**src/rtl/bus_wait_slave_pkg.sv**
```systemverilog
// Shared definitions for the wait-state bus responder: bus widths, active-low
// and read/write encodings, FSM state type and wait-counter sizing.
package bus_wait_slave_pkg;

  localparam int WORD_ADDR_W = 30;
  localparam int WORD_DATA_W = 32;

  localparam logic READ     = 1'b1;
  localparam logic WRITE    = 1'b0;
  localparam logic ENABLE_  = 1'b0;
  localparam logic DISABLE_ = 1'b1;

  typedef logic [WORD_ADDR_W-1:0] word_addr_t;
  typedef logic [WORD_DATA_W-1:0] word_data_t;

  typedef enum logic [1:0] {
    BWS_IDLE = 2'd0,
    BWS_WAIT = 2'd1,
    BWS_ACK  = 2'd2
  } bws_state_e;

  // A zero-wait configuration still needs a 1-bit counter to declare.
  function automatic int wait_cnt_w(input int wait_cycles);
    return (wait_cycles > 0) ? $clog2(wait_cycles + 1) : 1;
  endfunction

endpackage

```
**src/rtl/bus_wait_slave_if.sv**
```systemverilog
// Slave-side shared bus: active-low select/strobe/ready, word address, data.
interface bus_wait_slave_if;
  import bus_wait_slave_pkg::*;

  logic       cs_;
  logic       as_;
  logic       rw;
  word_addr_t addr;
  word_data_t wr_data;
  word_data_t rd_data;
  logic       rdy_;

  modport master (output cs_, as_, rw, addr, wr_data, input rd_data, rdy_);
  modport slave  (input cs_, as_, rw, addr, wr_data, output rd_data, rdy_);

endinterface

```
**src/rtl/bus_wait_slave_regs.sv**
```systemverilog
// Register bank for the bus responder: plain R/W registers plus a read-only
// access counter at the top index, with a combinational read port.
module bus_wait_slave_regs
  import bus_wait_slave_pkg::*;
#(
  parameter int REG_ADDR_W = 3
) (
  input  logic                  clk,
  input  logic                  reset,
  input  logic                  we,
  input  logic [REG_ADDR_W-1:0] idx,
  input  word_data_t            din,
  input  logic                  inc,
  input  logic [REG_ADDR_W-1:0] rd_idx,
  output word_data_t            dout
);

  localparam int                    DEPTH   = 2 ** REG_ADDR_W;
  localparam logic [REG_ADDR_W-1:0] CNT_IDX = '1;

  word_data_t bank_q [DEPTH-1];
  word_data_t cnt_q;

  // NOTE: the bank is cleared by reset because software relies on registers
  // reading 0 after reset; a bank without that guarantee would skip the reset.
  always_ff @(posedge clk or posedge reset) begin
    if (reset) begin
      for (int i = 0; i < DEPTH - 1; i++) bank_q[i] <= '0;
    end else if (we && idx != CNT_IDX) begin
      bank_q[idx] <= din;
    end
  end

  always_ff @(posedge clk or posedge reset) begin
    if (reset)    cnt_q <= '0;
    else if (inc) cnt_q <= cnt_q + word_data_t'(1);
  end

  assign dout = (rd_idx == CNT_IDX) ? cnt_q : bank_q[rd_idx];

endmodule

```
**src/rtl/bus_wait_slave.sv**
```systemverilog
// Wait-state bus responder: samples a request, waits WAIT_CYCLES cycles, then
// returns a one-cycle active-low ready with read data from the register bank.
module bus_wait_slave
  import bus_wait_slave_pkg::*;
#(
  parameter int WAIT_CYCLES = 2,
  parameter int REG_ADDR_W  = 3
) (
  input  logic             clk,
  input  logic             reset,
  bus_wait_slave_if.slave  bus
);

  localparam int             CNT_W     = wait_cnt_w(WAIT_CYCLES);
  localparam logic [CNT_W-1:0] WAIT_LOAD = CNT_W'(WAIT_CYCLES);

  bws_state_e            state_q, state_d;
  logic [CNT_W-1:0]      cnt_q, cnt_d;
  logic                  latch;
  logic [REG_ADDR_W-1:0] idx_q;
  logic                  rw_q;
  word_data_t            data_q;
  logic                  rdy_q;
  word_data_t            rd_data_q;

  logic                  req;
  logic                  enter_ack;
  logic [REG_ADDR_W-1:0] cur_idx;
  logic                  cur_rw;
  word_data_t            cur_data;
  word_data_t            reg_dout;
  logic                  unused_addr;

  assign req         = (bus.cs_ == ENABLE_) && (bus.as_ == ENABLE_);
  assign unused_addr = ^bus.addr[WORD_ADDR_W-1:REG_ADDR_W];

  // NOTE: every output of this block gets a default first so no path through
  // the case statement leaves a signal unassigned and infers a latch.
  always_comb begin
    state_d = state_q;
    cnt_d   = cnt_q;
    latch   = 1'b0;
    case (state_q)
      BWS_IDLE: begin
        if (req) begin
          latch   = 1'b1;
          cnt_d   = WAIT_LOAD;
          state_d = (WAIT_CYCLES == 0) ? BWS_ACK : BWS_WAIT;
        end
      end
      BWS_WAIT: begin
        if (!req) begin
          state_d = BWS_IDLE;
        end else if (cnt_q <= CNT_W'(1)) begin
          cnt_d   = '0;
          state_d = BWS_ACK;
        end else begin
          cnt_d   = cnt_q - CNT_W'(1);
        end
      end
      BWS_ACK:  state_d = BWS_IDLE;
      default:  state_d = BWS_IDLE;
    endcase
  end

  // With zero waits the commit edge is the sampling edge, so the live bus is
  // used there; otherwise the latched copy is.
  assign cur_idx   = (state_q == BWS_IDLE) ? bus.addr[REG_ADDR_W-1:0] : idx_q;
  assign cur_rw    = (state_q == BWS_IDLE) ? bus.rw : rw_q;
  assign cur_data  = (state_q == BWS_IDLE) ? bus.wr_data : data_q;
  assign enter_ack = (state_d == BWS_ACK);

  bus_wait_slave_regs #(
    .REG_ADDR_W (REG_ADDR_W)
  ) u_regs (
    .clk    (clk),
    .reset  (reset),
    .we     (enter_ack && cur_rw == WRITE),
    .idx    (cur_idx),
    .din    (cur_data),
    .inc    (state_q == BWS_ACK),
    .rd_idx (cur_idx),
    .dout   (reg_dout)
  );

  // NOTE: clocked state uses non-blocking assignments so every register
  // samples pre-edge values regardless of statement order.
  always_ff @(posedge clk or posedge reset) begin
    if (reset) begin
      state_q <= BWS_IDLE;
      cnt_q   <= '0;
    end else begin
      state_q <= state_d;
      cnt_q   <= cnt_d;
    end
  end

  always_ff @(posedge clk or posedge reset) begin
    if (reset) begin
      idx_q  <= '0;
      rw_q   <= WRITE;
      data_q <= '0;
    end else if (latch) begin
      idx_q  <= bus.addr[REG_ADDR_W-1:0];
      rw_q   <= bus.rw;
      data_q <= bus.wr_data;
    end
  end

  // Outputs are registered on the edge entering ACK, so a counter read
  // returns its value before this access's increment.
  always_ff @(posedge clk or posedge reset) begin
    if (reset) begin
      rdy_q     <= DISABLE_;
      rd_data_q <= '0;
    end else begin
      rdy_q     <= enter_ack ? ENABLE_ : DISABLE_;
      rd_data_q <= (enter_ack && cur_rw == READ) ? reg_dout : '0;
    end
  end

  assign bus.rdy_    = rdy_q;
  assign bus.rd_data = rd_data_q;

endmodule

```
**src/flat_wrapper.sv**
```systemverilog
// flat-port wrapper written by rule: the top's interface ports become plain ports
module bus_wait_slave_flat import bus_wait_slave_pkg::*;
#(
  parameter int WAIT_CYCLES = 2,
  parameter int REG_ADDR_W  = 3
)
  (clk, reset, bus_cs_, bus_as_, bus_rw, bus_addr, bus_wr_data, bus_rd_data, bus_rdy_);
  bus_wait_slave_if bus_i ();
  input  logic clk;
  input  logic reset;
  input wire logic [$bits(bus_i.cs_)-1:0] bus_cs_;
  input wire logic [$bits(bus_i.as_)-1:0] bus_as_;
  input wire logic [$bits(bus_i.rw)-1:0] bus_rw;
  input wire logic [$bits(bus_i.addr)-1:0] bus_addr;
  input wire logic [$bits(bus_i.wr_data)-1:0] bus_wr_data;
  output wire logic [$bits(bus_i.rd_data)-1:0] bus_rd_data;
  output wire logic [$bits(bus_i.rdy_)-1:0] bus_rdy_;
  assign bus_i.cs_ = bus_cs_;
  assign bus_i.as_ = bus_as_;
  assign bus_i.rw = bus_rw;
  assign bus_i.addr = bus_addr;
  assign bus_i.wr_data = bus_wr_data;
  assign bus_rd_data = bus_i.rd_data;
  assign bus_rdy_ = bus_i.rdy_;
  bus_wait_slave #(.WAIT_CYCLES(WAIT_CYCLES), .REG_ADDR_W(REG_ADDR_W)) u_core (.clk(clk), .reset(reset), .bus(bus_i));
endmodule
```
**config.mk**
```make
export PLATFORM = sky130hd
export DESIGN_NAME = bus_wait_slave_flat
export DESIGN_NICKNAME = d
export VERILOG_FILES = /design/src/rtl/bus_wait_slave_pkg.sv /design/src/rtl/bus_wait_slave_if.sv /design/src/rtl/bus_wait_slave_regs.sv /design/src/rtl/bus_wait_slave.sv /design/src/flat_wrapper.sv
export SDC_FILE = /design/constraint.sdc
export NUM_CORES = 1
export LEC_CHECK = 0
export BUFFER_PORTS_ARGS = -buffer_cell sky130_fd_sc_hd__buf_2
export CAP_MARGIN = 20
export CORE_UTILIZATION = 55
export DETAILED_ROUTE_END_ITERATION = 10
export PLACE_DENSITY = 0.74
export SLEW_MARGIN = 0
export SYNTH_ARGS = -nofsm -noshare
export SYNTH_HDL_FRONTEND = slang
export SYNTH_HIERARCHICAL = 1
export SYNTH_SLANG_ARGS = --single-unit
```
**constraint.sdc**
```tcl
create_clock -name clk -period 22.7 [get_ports clk]
set_clock_uncertainty 0.1 [all_clocks]
set_input_delay 1.135 -clock clk [delete_from_list [all_inputs] [get_ports clk]]
set_output_delay 1.135 -clock clk [all_outputs]
set_load 0.005 [all_outputs]
```
==> key figures, run 1 <==
Status
  • Status: finished clean

Synth
  • Most area-consuming cells after synthesis: dfrtp_1 (55%), mux2_2 (24%), mux4_2 (5.4%), mux4_1 (4.9%), xnor2_1 (1.7%)
  • Synth Instances: roughly 950
  • Post-synthesis instance area: 14,900 um^2
  • Async set-reset flop share out of synthesis: 100%
  • Dominant cell by count in the synthesized netlist: dfrtp_1
  • FF+latch count, synth: 329
  • Number of distinct standard cells referenced by the synthesized netlist: 40
  • Cell type with the largest total area after synthesis: dfrtp_1
  • Sequential element share of the synthesized area: between 50% and 60%
  • Fraction of synthesized cell area taken by the top area cell type: 55.0%
  • Prevailing post-synth register cell: dfrtp_1
  • YS warnings: 6
  • Synth Area per Inst: 15.6 um^2
  • Synth top cells by count: dfrtp_1 (328), mux2_2 (320), mux4_2 (36), inv_1 (35), nor3_1 (33)
  • Number of synthesized flops with an enable pin: 0
  • Syn Nets: ~1k

CTS
  • CTS tree: yes
  • TritonCTS sink count: 329
  • Quantity of hold-fixing buffers added after cts: 0
  • Clock transition at the register clock pins on the worst setup and hold paths after CTS: ~60 ps
  • Total clock buffers created by CTS: 35
  • Buffers inserted by post-CTS timing repair: 0
  • Number of resized instances in the post-cts repair step: 0
  • Maximum clock insertion buffer count: 3
  • # H-tree levels: 2
  • Clock tree root buffer cell: clkbuf_16
  • Clock insertion delay at the later pin of the skew report: about 500 ps

Timing
  • Final critical-path required period: between 4000 and 5000 ps
  • Final setup TNS: 0 ps
  • Share of the clock period used by the worst path after layout: about a fifth
  • Max-Slew Margin vs Limit: ~39%
  • Max frequency: approximately 0.23 GHz
  • Slew @ Worst Pin: 921 ps
  • Final setup violation count: 0
  • Unrepaired setup endpoints after global routing: false
  • Final Max Slew Viols: 0
  • Hold violation total from the final report: 0

Hold path
  • Worst min-delay path class: reg2reg
  • Worst hold path stage count: 1

Drt
  • Wire per inst: about 21 um
  • Via/cell ratio: approximately 5.9
  • DRC Markers: 0
  • First DRT Iteration DRCs: between 300 and 400
  • Post-route ant nets: 0
  • Number of detailed-route iterations in the first pass: 4
  • Total wirelength of the detailed-routed design: between 20 and 30 mm
  • Vias after detailed routing: ~8k

Layout
  • Area growth from synthesis to final layout: 11.7%
  • Number of nets in the final layout: roughly 1.1k
  • Final design utilization: a little over three fifths
  • Layout cells sized above 1: 48.7%
  • Antenna diodes: 0

Floorplanning
  • Die outline height: 167 um
  • Starting density of the core: about 57%
  • Core Area: 26,400 um^2
  • Die outline area: about 28,000 um^2
  • Site row count: between 50 and 60
  • Die span in x: roughly 170 um
  • Number of top-level design ports: 100

Pwr
  • Maximum ir drop on the vdd rail: roughly 0.08 mV
  • Switch Pwr: approximately 0.32 mW
  • Switching fraction of total power: between 20% and 30%
  • Power density of the placed cells: a little over 80 nW/um^2
  • Flop pwr share: between 40 and 50%
  • Comb power frac: a little under an eighth
  • Clock network power share: between 40% and 50%
  • Static leakage: ~8.1 nW
  • Internal power summed over all cells: between 1 and 1.5 mW

Critical path
  • Crit path arrival time: about 4700 ps
  • Top Family by Delay on Critical Path: buffers and inverters
  • Slowest-stage cell, CP: nor3b_4
  • Category of the worst setup path capture point: flip-flop
  • Startpoint type of the worst setup path: flip-flop
  • CP Depth: 8
  • Data required, critical path: ~23,000 ps
  • Category of the most critical setup path: reg2reg
  • Number of buffers and inverters on the critical path: 4
  • Register-to-register path setup slack: 18,310 ps
  • Slowest stage delay, CP: between 800 and 900 ps
  • Critical-path maximum fanout: 38
  • Cell chain of the critical path: nor2_4 -> buf_4 -> mux2_2 -> buf_4 -> buf_4 -> nor3b_4 -> buf_4 -> mux2_2
  • Most prevalent standard cell on the critical path: buf_4
  • R2r worst-path depth: 8

GRT
  • Overall routing resource usage: 22.5%
  • Number of antenna violations at the first check in global routing: 0
  • Number of global-route vias before repair: 8,867
  • Wire length of the first global-routing pass: approximately 49 mm
  • Maximum number of pins on one net before global-route repair: ~110
  • Overflow left after global routing: 0

Placed design
  • Placer congestion estimate: ~0.72
  • HPWL after DPL: 17.5 mm
  • Number of buffer cells added on primary ports: around 70

Flow run
  • Number of max-capacitance violations reported: 0
## cells by family after synthesis
family          count (synthesis)  share of synthesized area (%)
xor+xnor                       31                           1.82
fa+ha+maj                       1                         0.0839
buf+inv                        92                           3.31
compound gates                  3                          0.134
mux                           392                           35.1
flops                         329                           55.2
simple gates                  105                           4.31
## cell usage in the layout (no fill, tap or decap), types with 4 or more instances in the layout
cell       netlist  layout
and3_1           5       5
and4_1           5       5
buf_2           24      72
buf_4            9      20
clkbuf_1         9      11
clkbuf_16        0      37
clkbuf_8         0       7
clkinv_2         0       4
dfrtp_1        328     328
inv_1           35      33
mux2_1           8       8
mux2_2         320     319
mux4_1          28      28
mux4_2          36      36
nand2_1         13      13
nand3_1          7       7
nand4_1         14      14
nand4b_1         5       5
nor3_1          33      33
xnor2_1         29      29
## stage by stage
step / setup WS (ps) / cells / power (mW) / cell area (um^2) / hold slack, ps
3_5_place_dp: 17830 / 1323 / 0.830 / 15500 / 363
4_1_cts: 18240 / 1382 / 1.38 / 16600 / 380
2_1_floorplan: 14420 / 953 / 0.790 / 14900 / 340
5_1_grt: 18120 / 1383 / 1.43 / 16700 / 404
3_3_place_gp: 17860 / 1323 / 0.823 / 15500 / 362
6_report: 18310 / 1383 / 1.37 / 16700 / 384
## power by group through the flow
stage,Clock (mW),Combinational (mW),Sequential (mW)
global placement,0,0.155,0.668
floorplan,0,0.127,0.663
global route,0.589,0.172,0.668
finish,0.549,0.156,0.661
detailed placement,0,0.159,0.671
CTS,0.563,0.159,0.661
## per-layer routing
layer  up-vias  track usage [%]  share of wire, %
met2       124             37.4                50
met5         -                0                 0
met3        40             3.18               3.1
li1       3654                -                 -
met4         0             5.11               1.7
met1      4338             31.5                45
## registers in the layout (all words and copies together) (netlist names)
signal and cells:
u_core/state_q 2, u_core/u_regs/bank_q 224, u_core/cnt_q 2, u_core/data_q 32, u_core/rw_q 1, u_core/u_regs/cnt_q 32, u_core/idx_q 3, u_core/bus.rdy_ 1
u_core/bus.rd_data 32
## path summary, 6_finish.rpt
path,start,end
max reg2reg,u_core/state_q[0]$_DFF_PP0_,u_core/u_regs/bank_q[147]$_DFFE_PP0P_
min in group asynchronous,reset,u_core/data_q[26]$_DFFE_PP0P_
max,u_core/state_q[0]$_DFF_PP0_,u_core/u_regs/bank_q[147]$_DFFE_PP0P_
min reg2reg,u_core/u_regs/cnt_q[31]$_DFFE_PP0P_,u_core/u_regs/cnt_q[31]$_DFFE_PP0P_
min,u_core/u_regs/cnt_q[31]$_DFFE_PP0P_,u_core/u_regs/cnt_q[31]$_DFFE_PP0P_
max in group asynchronous,reset,u_core/u_regs/cnt_q[29]$_DFFE_PP0P_
## final cells by class
class                      count  area (um^2)
inverter                      35          140
sequential                   329         8230
clock inverter                 4         45.0
fill                        1932         9690
timing repair buffer          93          538
tap                          335          419
clock buffer                  55         1060
multi-input combinational    532         6220
(Power assumes the default switching activity.)
==> run 2, diff against run 1 <==
==> constraint.sdc (replaced) <==
create_clock -name clk -period 4.2 [get_ports clk]
set_clock_uncertainty 0.1 [all_clocks]
set_input_delay 0.21 -clock clk [delete_from_list [all_inputs] [get_ports clk]]
set_output_delay 0.21 -clock clk [all_outputs]
set_load 0.005 [all_outputs]
==> run 2 against run 1 <==
Against the previous run:
- combinational power rose to 5.7 times the previous value
- die area did not move
- worst hold slack got worse by 350 ps
- critical path depth fell by 1
- final area rose by 3.3%
- sequential power rose to 5.4 times the previous value
- largest cell class unchanged
- first-iteration DRC count rose by 7.8%
- cell count rose by 3.6%
- via count rose by 2.1%
==> key figures, run 2 (synthesis results as in run 1) <==
Timing
  • Share of the clock period used by the worst path after layout: 76.9% (was 19.3%)
  • Final setup TNS: 0 ps (unchanged)
  • Max frequency: 0.310 GHz (was 0.228 GHz)
  • Final setup violation count: 0 (unchanged)
  • Final setup slack of the worst path: 972 ps (was 18,310 ps)
  • Slew @ Worst Pin: 997 ps (was 921 ps)
  • Final critical-path required period: 3230 ps (was 4390 ps)
  • Unrepaired setup endpoints after global routing: false (unchanged)
  • Hold violation total from the final report: 0 (unchanged)
  • Final Max Slew Viols: 0 (unchanged)
  • Max-Slew Margin vs Limit: 33.3% (was 38.6%)

Pwr
  • Clock network power share: 41.1% (was 40.2%)
  • Comb power frac: 11.7% (was 11.4%)
  • Power density of the placed cells: 440 nW/um^2 (was 82.0 nW/um^2)
  • Switch Pwr: 1.77 mW (was 0.316 mW)
  • Static leakage: 8.31 nW (was 8.06 nW)
  • Maximum ir drop on the vdd rail: 0.359 mV (was 0.0808 mV)
  • Power consumption: 7.58 mW (was 1.37 mW)
  • Switching fraction of total power: 23.3% (was 23.1%)
  • Flop pwr share: 47.2% (was 48.4%)
  • Internal power summed over all cells: 5.81 mW (was 1.05 mW)

Drt
  • Via/cell ratio: 5.81 (was 5.90)
  • Total met2 wirelength after detailed routing: 15.1 mm (was 14.5 mm)
  • DR top layer: met4 (unchanged)
  • Total wirelength of the detailed-routed design: 29.9 mm (was 29.3 mm)
  • Wire per inst: 20.9 um (was 21.2 um)
  • Number of detailed-route iterations in the first pass: 4 (unchanged)
  • Metal-1 WL: 13.7 mm (was 13.3 mm)
  • Routed length on met3: 773 um (was 906 um)
  • DRC Markers: 0 (unchanged)
  • Vias after detailed routing: 8,331 (was 8,156)
  • Post-route ant nets: 0 (unchanged)
  • First DRT Iteration DRCs: 402 (was 373)

Critical path
  • Category of the worst setup path capture point: flip-flop (unchanged)
  • Cell chain of the critical path: nor2_4 -> buf_4 -> mux2_2 -> nand2b_1 -> nor3b_4 -> buf_4 -> mux2_2 (was nor2_4 -> buf_4 -> mux2_2 -> buf_4 -> buf_4 -> nor3b_4 -> buf_4 -> mux2_2)
  • CP Depth: 7 (was 8)
  • Slowest-stage cell, CP: mux2_2 (was nor3b_4)
  • Number of buffers and inverters on the critical path: 2 (was 4)
  • R2r worst-path depth: 7 (was 8)
  • Category of the most critical setup path: reg2reg (unchanged)
  • Top Family by Delay on Critical Path: multiplexers (was buffers and inverters)
  • Data required, critical path: 4490 ps (was 22,980 ps)
  • Worst r2r src: u_core/state_q[0]$_DFF_PP0_ (unchanged)
  • Crit path arrival time: 3520 ps (was 4670 ps)
  • Slowest stage delay, CP: 530 ps (was 820 ps)
  • Register-to-register path setup slack: 970 ps (was 18,310 ps)
  • Critical Path Source: u_core/state_q[0]$_DFF_PP0_ (unchanged)
  • Critical-path maximum fanout: 22 (was 38)
  • Endpoint of the most critical setup path: u_core/u_regs/bank_q[175]$_DFFE_PP0P_ (was u_core/u_regs/bank_q[147]$_DFFE_PP0P_)
  • Capture point of the worst reg-to-reg path: u_core/u_regs/bank_q[175]$_DFFE_PP0P_ (was u_core/u_regs/bank_q[147]$_DFFE_PP0P_)
  • Startpoint type of the worst setup path: flip-flop (unchanged)

Layout
  • Top library cells by usage in the layout, fill and taps aside: dfrtp_1 (328), mux2_2 (319), buf_2 (72), dlygate4sd3_1 (40), clkbuf_16 (37) (was dfrtp_1 (328), mux2_2 (319), buf_2 (72), clkbuf_16 (37), mux4_2 (36))
  • Number of nets in the final layout: 1,141 (was 1,094)
  • Max reg flops: 224 (unchanged)
  • Final design utilization: 65.3% (was 63.2%)
  • Post-route cell area: 17,200 um^2 (was 16,700 um^2)
  • Fill cell count: 1,899 (was 1,932)
  • Area growth from synthesis to final layout: 15.5% (was 11.7%)
  • Largest register by flop count: u_core/u_regs/bank_q (unchanged)
  • Antenna diodes: 0 (unchanged)
  • Area of combinational cells with multiple inputs: 6220 um^2 (unchanged)
  • Register Area: 8230 um^2 (unchanged)
  • Layout cells sized above 1: 47.7% (was 48.7%)
  • Most common library cell in the layout ignoring fill and taps: dfrtp_1 (unchanged)

Hold path
  • Worst min-delay path class: in2reg (was reg2reg)
  • Worst hold path stage count: 3 (was 1)

GRT
  • Number of global-route vias before repair: 8,908 (was 8,867)
  • Number of antenna violations at the first check in global routing: 0 (unchanged)
  • Wire length of the first global-routing pass: 49.5 mm (was 48.9 mm)
  • Overall routing resource usage: 22.9% (was 22.5%)
  • Overflow left after global routing: 0 (unchanged)
  • Maximum number of pins on one net before global-route repair: 141 (was 106)

Status
  • Status: finished clean (unchanged)

Placed design
  • Number of buffer cells added on primary ports: 72 (unchanged)
  • Placer congestion estimate: 0.742 (was 0.717)
  • Dpl ws: 978 ps (was 17,830 ps)
  • Cell area after placement: 15,600 um^2 (was 15,500 um^2)
  • HPWL after DPL: 18.1 mm (was 17.5 mm)

Floorplanning
  • Die outline area: 27,800 um^2 (unchanged)
  • Starting density of the core: 56.6% (unchanged)
  • Site row count: 59 (unchanged)
  • Die span in x: 167 um (unchanged)
  • Die outline height: 167 um (unchanged)
  • Core Area: 26,400 um^2 (unchanged)
  • Number of top-level design ports: 100 (unchanged)

CTS
  • CTS tree: yes (unchanged)
  • Total clock buffers created by CTS: 36 (was 35)
  • Clock tree root buffer cell: clkbuf_16 (unchanged)
  • # H-tree levels: 2 (unchanged)
  • Number of resized instances in the post-cts repair step: 0 (unchanged)
  • Clock insertion delay at the later pin of the skew report: 520 ps (was 500 ps)
  • TritonCTS sink count: 329 (unchanged)
  • Maximum clock insertion buffer count: 3 (unchanged)
  • Clock transition at the register clock pins on the worst setup and hold paths after CTS: 50 ps (was 60 ps)

Flow run
  • Number of max-capacitance violations reported: 0 (unchanged)
-- run 2: worst min path at each step --
stage | from | slack, ps | end
floorplan | bus_wr_data[11] | 240 | u_core/data_q[11]$_DFFE_PP0P_
global placement | reset | 230 | u_core/data_q[28]$_DFFE_PP0P_
detailed placement | reset | 240 | u_core/data_q[28]$_DFFE_PP0P_
CTS | bus_as_ | 3 | u_core/cnt_q[1]$_DFFE_PP0P_
global route | bus_as_ | 50 | u_core/cnt_q[1]$_DFFE_PP0P_
finish | bus_as_ | 30 | u_core/cnt_q[1]$_DFFE_PP0P_
-- run 2: power groups by stage --
stage               Sequential [mW]  Combinational, mW  Clock (mW)
finish                         3.57              0.886        3.11
global placement               3.61              0.849           0
detailed placement             3.63              0.867           0
floorplan                      3.58              0.688           0
CTS                            3.58              0.902        3.19
global route                   3.61              0.971        3.31
-- run 2: what timing repair did --
action                     CTS  global route
setup endpoints to repair    0             0
hold buffers                40             0
buffers inserted             0             0
hold endpoints to repair   326             0
-- run 2: layout make-up --
type                            instances  area share, %
Clock buffer                           52           6.17
Multi-Input combinational cell        532           36.1
Timing Repair Buffer                  139           5.96
Inverter                               35          0.792
Clock inverter                         11          0.690
Sequential cell                       329           47.8
Tap cell                              335           2.43
-- run 2: per-layer routing --
layer | GRT usage [%] | vias to the layer above
li1 | - | 3757
met1 | 31.5 | 4434
met2 | 39.2 | 109
met3 | 2.95 | 31
met4 | 4.71 | 0
met5 | 0 | -
-- run 2: tightest hold or removal path: stages --
cell and delay [ps]:
buf_2 140, or4_1 150, a21o_1 110
-- run 2: metrics by stage --
step | instances | hold WS [ps]
2_1_floorplan | 953 | 245
3_3_place_gp | 1330 | 229
3_5_place_dp | 1330 | 236
4_1_cts | 1433 | 2.96
5_1_grt | 1433 | 49.9
6_report | 1433 | 30.7
==> run 3, diff against run 2 <==
--- a/config.mk
+++ b/config.mk
@@ -5,11 +5,12 @@
 export SDC_FILE = /design/constraint.sdc
 export NUM_CORES = 1
 export LEC_CHECK = 0
+export ABC_AREA = 1
 export BUFFER_PORTS_ARGS = -buffer_cell sky130_fd_sc_hd__buf_2
 export CAP_MARGIN = 20
 export CORE_UTILIZATION = 55
 export DETAILED_ROUTE_END_ITERATION = 10
-export PLACE_DENSITY = 0.74
+export PLACE_DENSITY = 0.76
 export SLEW_MARGIN = 0
 export SYNTH_ARGS = -nofsm -noshare
 export SYNTH_HDL_FRONTEND = slang
==> constraint.sdc (replaced) <==
create_clock -name clk -period 2.6 [get_ports clk]
set_clock_uncertainty 0.1 [all_clocks]
set_input_delay 0.13 -clock clk [delete_from_list [all_inputs] [get_ports clk]]
set_output_delay 0.13 -clock clk [all_outputs]
set_load 0.005 [all_outputs]
==> run 3 against run 2 <==
Against the previous run:
- total power increased by 64%
- cell count grew 58%
- area after synthesis rose by 0.19%
- core utilization up 1.0 points
- register-to-register slack got worse by 820 ps
- sequential share of layout area down 0.76 points
- clock-buffer cell count shrank 1
- routed wire length increased by 31%
- non-clock buffer count up 16
- clock power up 61%
- fmax rose by 32%
==> key figures, run 3 <==
Synth
  • Fraction of synthesized cell area taken by the top area cell type: 54.9% (was 55.0%)
  • Synth top cells by count: nand2_1 (446), dfrtp_1 (328), o21ai_0 (322), nor2_1 (163), nand3_1 (145) (was dfrtp_1 (328), mux2_2 (320), mux4_2 (36), inv_1 (35), nor3_1 (33))
  • Portion of netlist area occupied by mux cells: 0% (was 35.1%)
  • Async set-reset flop share out of synthesis: 100% (unchanged)
  • Number of distinct standard cells referenced by the synthesized netlist: 30 (was 40)
  • Post-synthesis instance area: 14,900 um^2 (about the same)
  • Synth Area per Inst: 8.21 um^2 (was 15.6 um^2)
  • Synth Instances: 1,819 (was 953)
  • Number of synthesized flops with an enable pin: 0 (unchanged)
  • Arithmetic-cell share of the synthesized area counting full adders, half adders and majority gates: 0.0837% (was 0.0839%)
  • Combinational family with the most area after synthesis: simple AND/OR/NAND/NOR gates (was multiplexers)
  • Post-synthesis simple-gate area fraction: 22.1% (was 4.31%)
  • Sequential element share of the synthesized area: 55.1% (was 55.2%)
  • FF+latch count, synth: 329 (unchanged)
  • Compound-cell area share of the yosys netlist: 14.8% (was 0.134%)
  • Syn Nets: 1,887 (was 1,021)
  • Post-Synth XOR/XNOR Area: 1.11% (was 1.82%)
  • Most area-consuming cells after synthesis: dfrtp_1 (55%), nand2_1 (11%), o21ai_0 (11%), nand3_1 (4.9%), nor2_1 (4.1%) (was dfrtp_1 (55%), mux2_2 (24%), mux4_2 (5.4%), mux4_1 (4.9%), xnor2_1 (1.7%))
  • Prevailing post-synth register cell: dfrtp_1 (unchanged)
  • Cell type with the largest total area after synthesis: dfrtp_1 (unchanged)
  • YS warnings: 6 (unchanged)
  • Dominant cell by count in the synthesized netlist: nand2_1 (was dfrtp_1)

Floorplanning
  • Starting density of the core: 56.7% (was 56.6%)
  • Die outline height: 167 um (about the same)
  • Number of top-level design ports: 100 (unchanged)
  • Site row count: 59 (unchanged)
  • Core Area: 26,400 um^2 (unchanged)
  • Die span in x: 167 um (about the same)
  • Die outline area: 27,800 um^2 (about the same)

Pwr
  • Power consumption: 12.4 mW (was 7.58 mW)
  • Maximum ir drop on the vdd rail: 0.569 mV (was 0.359 mV)
  • Static leakage: 8.30 nW (was 8.31 nW)
  • Power density of the placed cells: 710 nW/um^2 (was 440 nW/um^2)

Layout
  • Number of nets in the final layout: 1,968 (was 1,141)
  • Top library cells by usage in the layout, fill and taps aside: nand2_1 (440), dfrtp_1 (328), o21ai_0 (322), nor2_1 (163), nand3_1 (145) (was dfrtp_1 (328), mux2_2 (319), buf_2 (72), dlygate4sd3_1 (40), clkbuf_16 (37))
  • Area growth from synthesis to final layout: 17.1% (was 15.5%)
  • Most common library cell in the layout ignoring fill and taps: nand2_1 (was dfrtp_1)
  • Final design utilization: 66.4% (was 65.3%)
  • Antenna diodes: 0 (unchanged)
  • Layout cells sized above 1: 11.0% (was 47.7%)
  • Max reg flops: 224 (unchanged)
  • Largest register by flop count: u_core/u_regs/bank_q (unchanged)

GRT
  • Number of antenna violations at the first check in global routing: 1 (was 0)
  • Overflow left after global routing: 0 (unchanged)
  • Overall routing resource usage: 28.5% (was 22.9%)
  • Number of global-route vias before repair: 12.2k (was 8,908)
  • Maximum number of pins on one net before global-route repair: 133 (was 141)
  • Wire length of the first global-routing pass: 63.1 mm (was 49.5 mm)

Drt
  • DRC Markers: 0 (unchanged)
  • Wire per inst: 17.3 um (was 20.9 um)
  • First DRT Iteration DRCs: 1,553 (was 402)
  • Vias after detailed routing: 12.9k (was 8,331)
  • Via/cell ratio: 5.71 (was 5.81)
  • Post-route ant nets: 0 (unchanged)
  • Total wirelength of the detailed-routed design: 39.1 mm (was 29.9 mm)
  • Number of detailed-route iterations in the first pass: 5 (was 4)

CTS
  • CTS tree: yes (unchanged)
  • TritonCTS sink count: 329 (unchanged)
  • Clock insertion delay at the later pin of the skew report: 510 ps (was 520 ps)
  • Clock tree root buffer cell: clkbuf_16 (unchanged)
  • Maximum clock insertion buffer count: 3 (unchanged)
  • # H-tree levels: 2 (unchanged)
  • Clock transition at the register clock pins on the worst setup and hold paths after CTS: 70 ps (was 50 ps)
  • Total clock buffers created by CTS: 35 (was 36)

Timing
  • Max frequency: 0.408 GHz (was 0.310 GHz)
  • Share of the clock period used by the worst path after layout: 94.2% (was 76.9%)
  • Final Max Slew Viols: 0 (unchanged)
  • Final critical-path required period: 2450 ps (was 3230 ps)
  • Slew @ Worst Pin: 792 ps (was 997 ps)
  • Final setup violation count: 0 (unchanged)
  • Hold Worst Slack: 60.2 ps (was 30.7 ps)
  • Final setup TNS: 0 ps (unchanged)
  • Max-Slew Margin vs Limit: 47.2% (was 33.3%)
  • Hold violation total from the final report: 0 (unchanged)
  • Unrepaired setup endpoints after global routing: false (unchanged)

Flow run
  • Number of max-capacitance violations reported: 0 (unchanged)

Critical path
  • Slowest-stage cell, CP: dfrtp_1 (was mux2_2)
  • Startpoint type of the worst setup path: flip-flop (unchanged)
  • Critical-path maximum fanout: 39 (was 22)
  • Category of the worst setup path capture point: flip-flop (unchanged)
  • Crit path arrival time: 2750 ps (was 3520 ps)
  • Category of the most critical setup path: reg2reg (unchanged)
  • Most prevalent standard cell on the critical path: nor2_1
  • Slowest stage delay, CP: 440 ps (was 530 ps)
  • Cell chain of the critical path: nor2_4 -> nor2_1 -> a21oi_4 -> clkinv_2 -> buf_4 -> buf_6 -> nor2_1 -> o211ai_1 -> nand2_1 -> nand3_1 -> inv_1 -> nor2_1 (was nor2_4 -> buf_4 -> mux2_2 -> nand2b_1 -> nor3b_4 -> buf_4 -> mux2_2)
  • Register-to-register path setup slack: 150 ps (was 970 ps)
  • R2r worst-path depth: 12 (was 7)
  • Capture point of the worst reg-to-reg path: u_core/bus.rd_data[22]$_DFF_PP0_ (was u_core/u_regs/bank_q[175]$_DFFE_PP0P_)
  • Data required, critical path: 2900 ps (was 4490 ps)
  • Worst r2r src: u_core/state_q[1]$_DFF_PP0_ (was u_core/state_q[0]$_DFF_PP0_)

Placed design
  • Placer congestion estimate: 0.891 (was 0.742)
  • HPWL after DPL: 22.7 mm (was 18.1 mm)
  • Number of buffer cells added on primary ports: 72 (unchanged)

Status
  • Status: finished clean (unchanged)

Hold path
  • Worst min-delay path class: in2async (was in2reg)
[run 3: changes by cell type in the layout (fill, tap and decap cells not counted), moves of 33 or more]
cell     previous run  this run
mux4_2             36         0
nor2_1              3       163
nand3_1             7       145
nand2_1            13       440
o21ai_1             0        37
a21oi_1             0        33
mux2_2            319         0
o21ai_0             1       322
inv_1              33       134
[run 3: routing by layer]
metal | vias up | global-route usage [%] | part of all wire [%]
li1 | 6067 | - | -
met1 | 6222 | 41.6 | 45
met2 | 550 | 44.0 | 45
met3 | 61 | 5.23 | 8.7
met4 | 2 | 7.29 | 1.7
met5 | - | 0 | 0.028
[run 3: worst max path at each step]
stage | to | depth (start not counted) | start
detailed placement | u_core/bus.rd_data[15]$_DFF_PP0_ | 11 | u_core/state_q[0]$_DFF_PP0_
finish | u_core/bus.rd_data[22]$_DFF_PP0_ | 12 | u_core/state_q[1]$_DFF_PP0_
global route | u_core/bus.rd_data[12]$_DFF_PP0_ | 11 | u_core/state_q[0]$_DFF_PP0_
floorplan | u_core/u_regs/bank_q[0]$_DFFE_PP0P_ | 1 | reset
CTS | u_core/bus.rd_data[2]$_DFF_PP0_ | 10 | u_core/state_q[0]$_DFF_PP0_
global placement | u_core/bus.rd_data[2]$_DFF_PP0_ | 10 | u_core/state_q[0]$_DFF_PP0_
[run 3: cell type report]
type                       instances  area [um^2]
multi-input combinational       1240         5760
fill                            2042         8860
tap                              335          419
inverter                         139          528
clock inverter                    10         81.3
clock buffer                      51         1090
sequential                       329         8230
timing repair buffer             155         1380
[run 3: kinds of logic (layout without fill, tap and decap cells)]
| logic type | count (synthesis) | count (layout) |
|---|---|---|
| simple gates | 792 | 793 |
| xor+xnor | 19 | 19 |
| flops | 329 | 329 |
| compound gates | 427 | 427 |
| fa+ha+maj | 1 | 1 |
| buf+inv | 251 | 355 |
[run 3: where the power goes]
group          switching [mW]  total [mW]  internal (mW)
sequential              0.220        5.76           5.54
clock                    2.00        5.00           3.00
combinational            1.13        1.66          0.531
total                    3.35        12.4           9.07
[run 3: worst max-delay path: cells and delay by family, from the launching register on]
kind	cells	cell delay (ps)
AND/OR/NAND/NOR	6	690
AO/OA/AOI/OAI	2	390
flip-flops	1	440
buffers and inverters	4	710
[run 3: what timing repair did]
action / in CTS / in global routing
hold buffers: 40 / 0
hold endpoints to repair: 190 / 0
gates resized for setup: 0 / 5
endpoints found under the setup margin: 0 / 170
setup buffers: 0 / 5
[run 3: per-stage QoR]
stage          setup slack, ps  cells  instance area, um^2
2_1_floorplan            -1000   1819                14900
3_3_place_gp               123   2150                15800
3_5_place_dp               116   2150                15800
4_1_cts                   61.9   2251                17400
5_1_grt                   3.42   2259                17500
6_report                   150   2259                17500
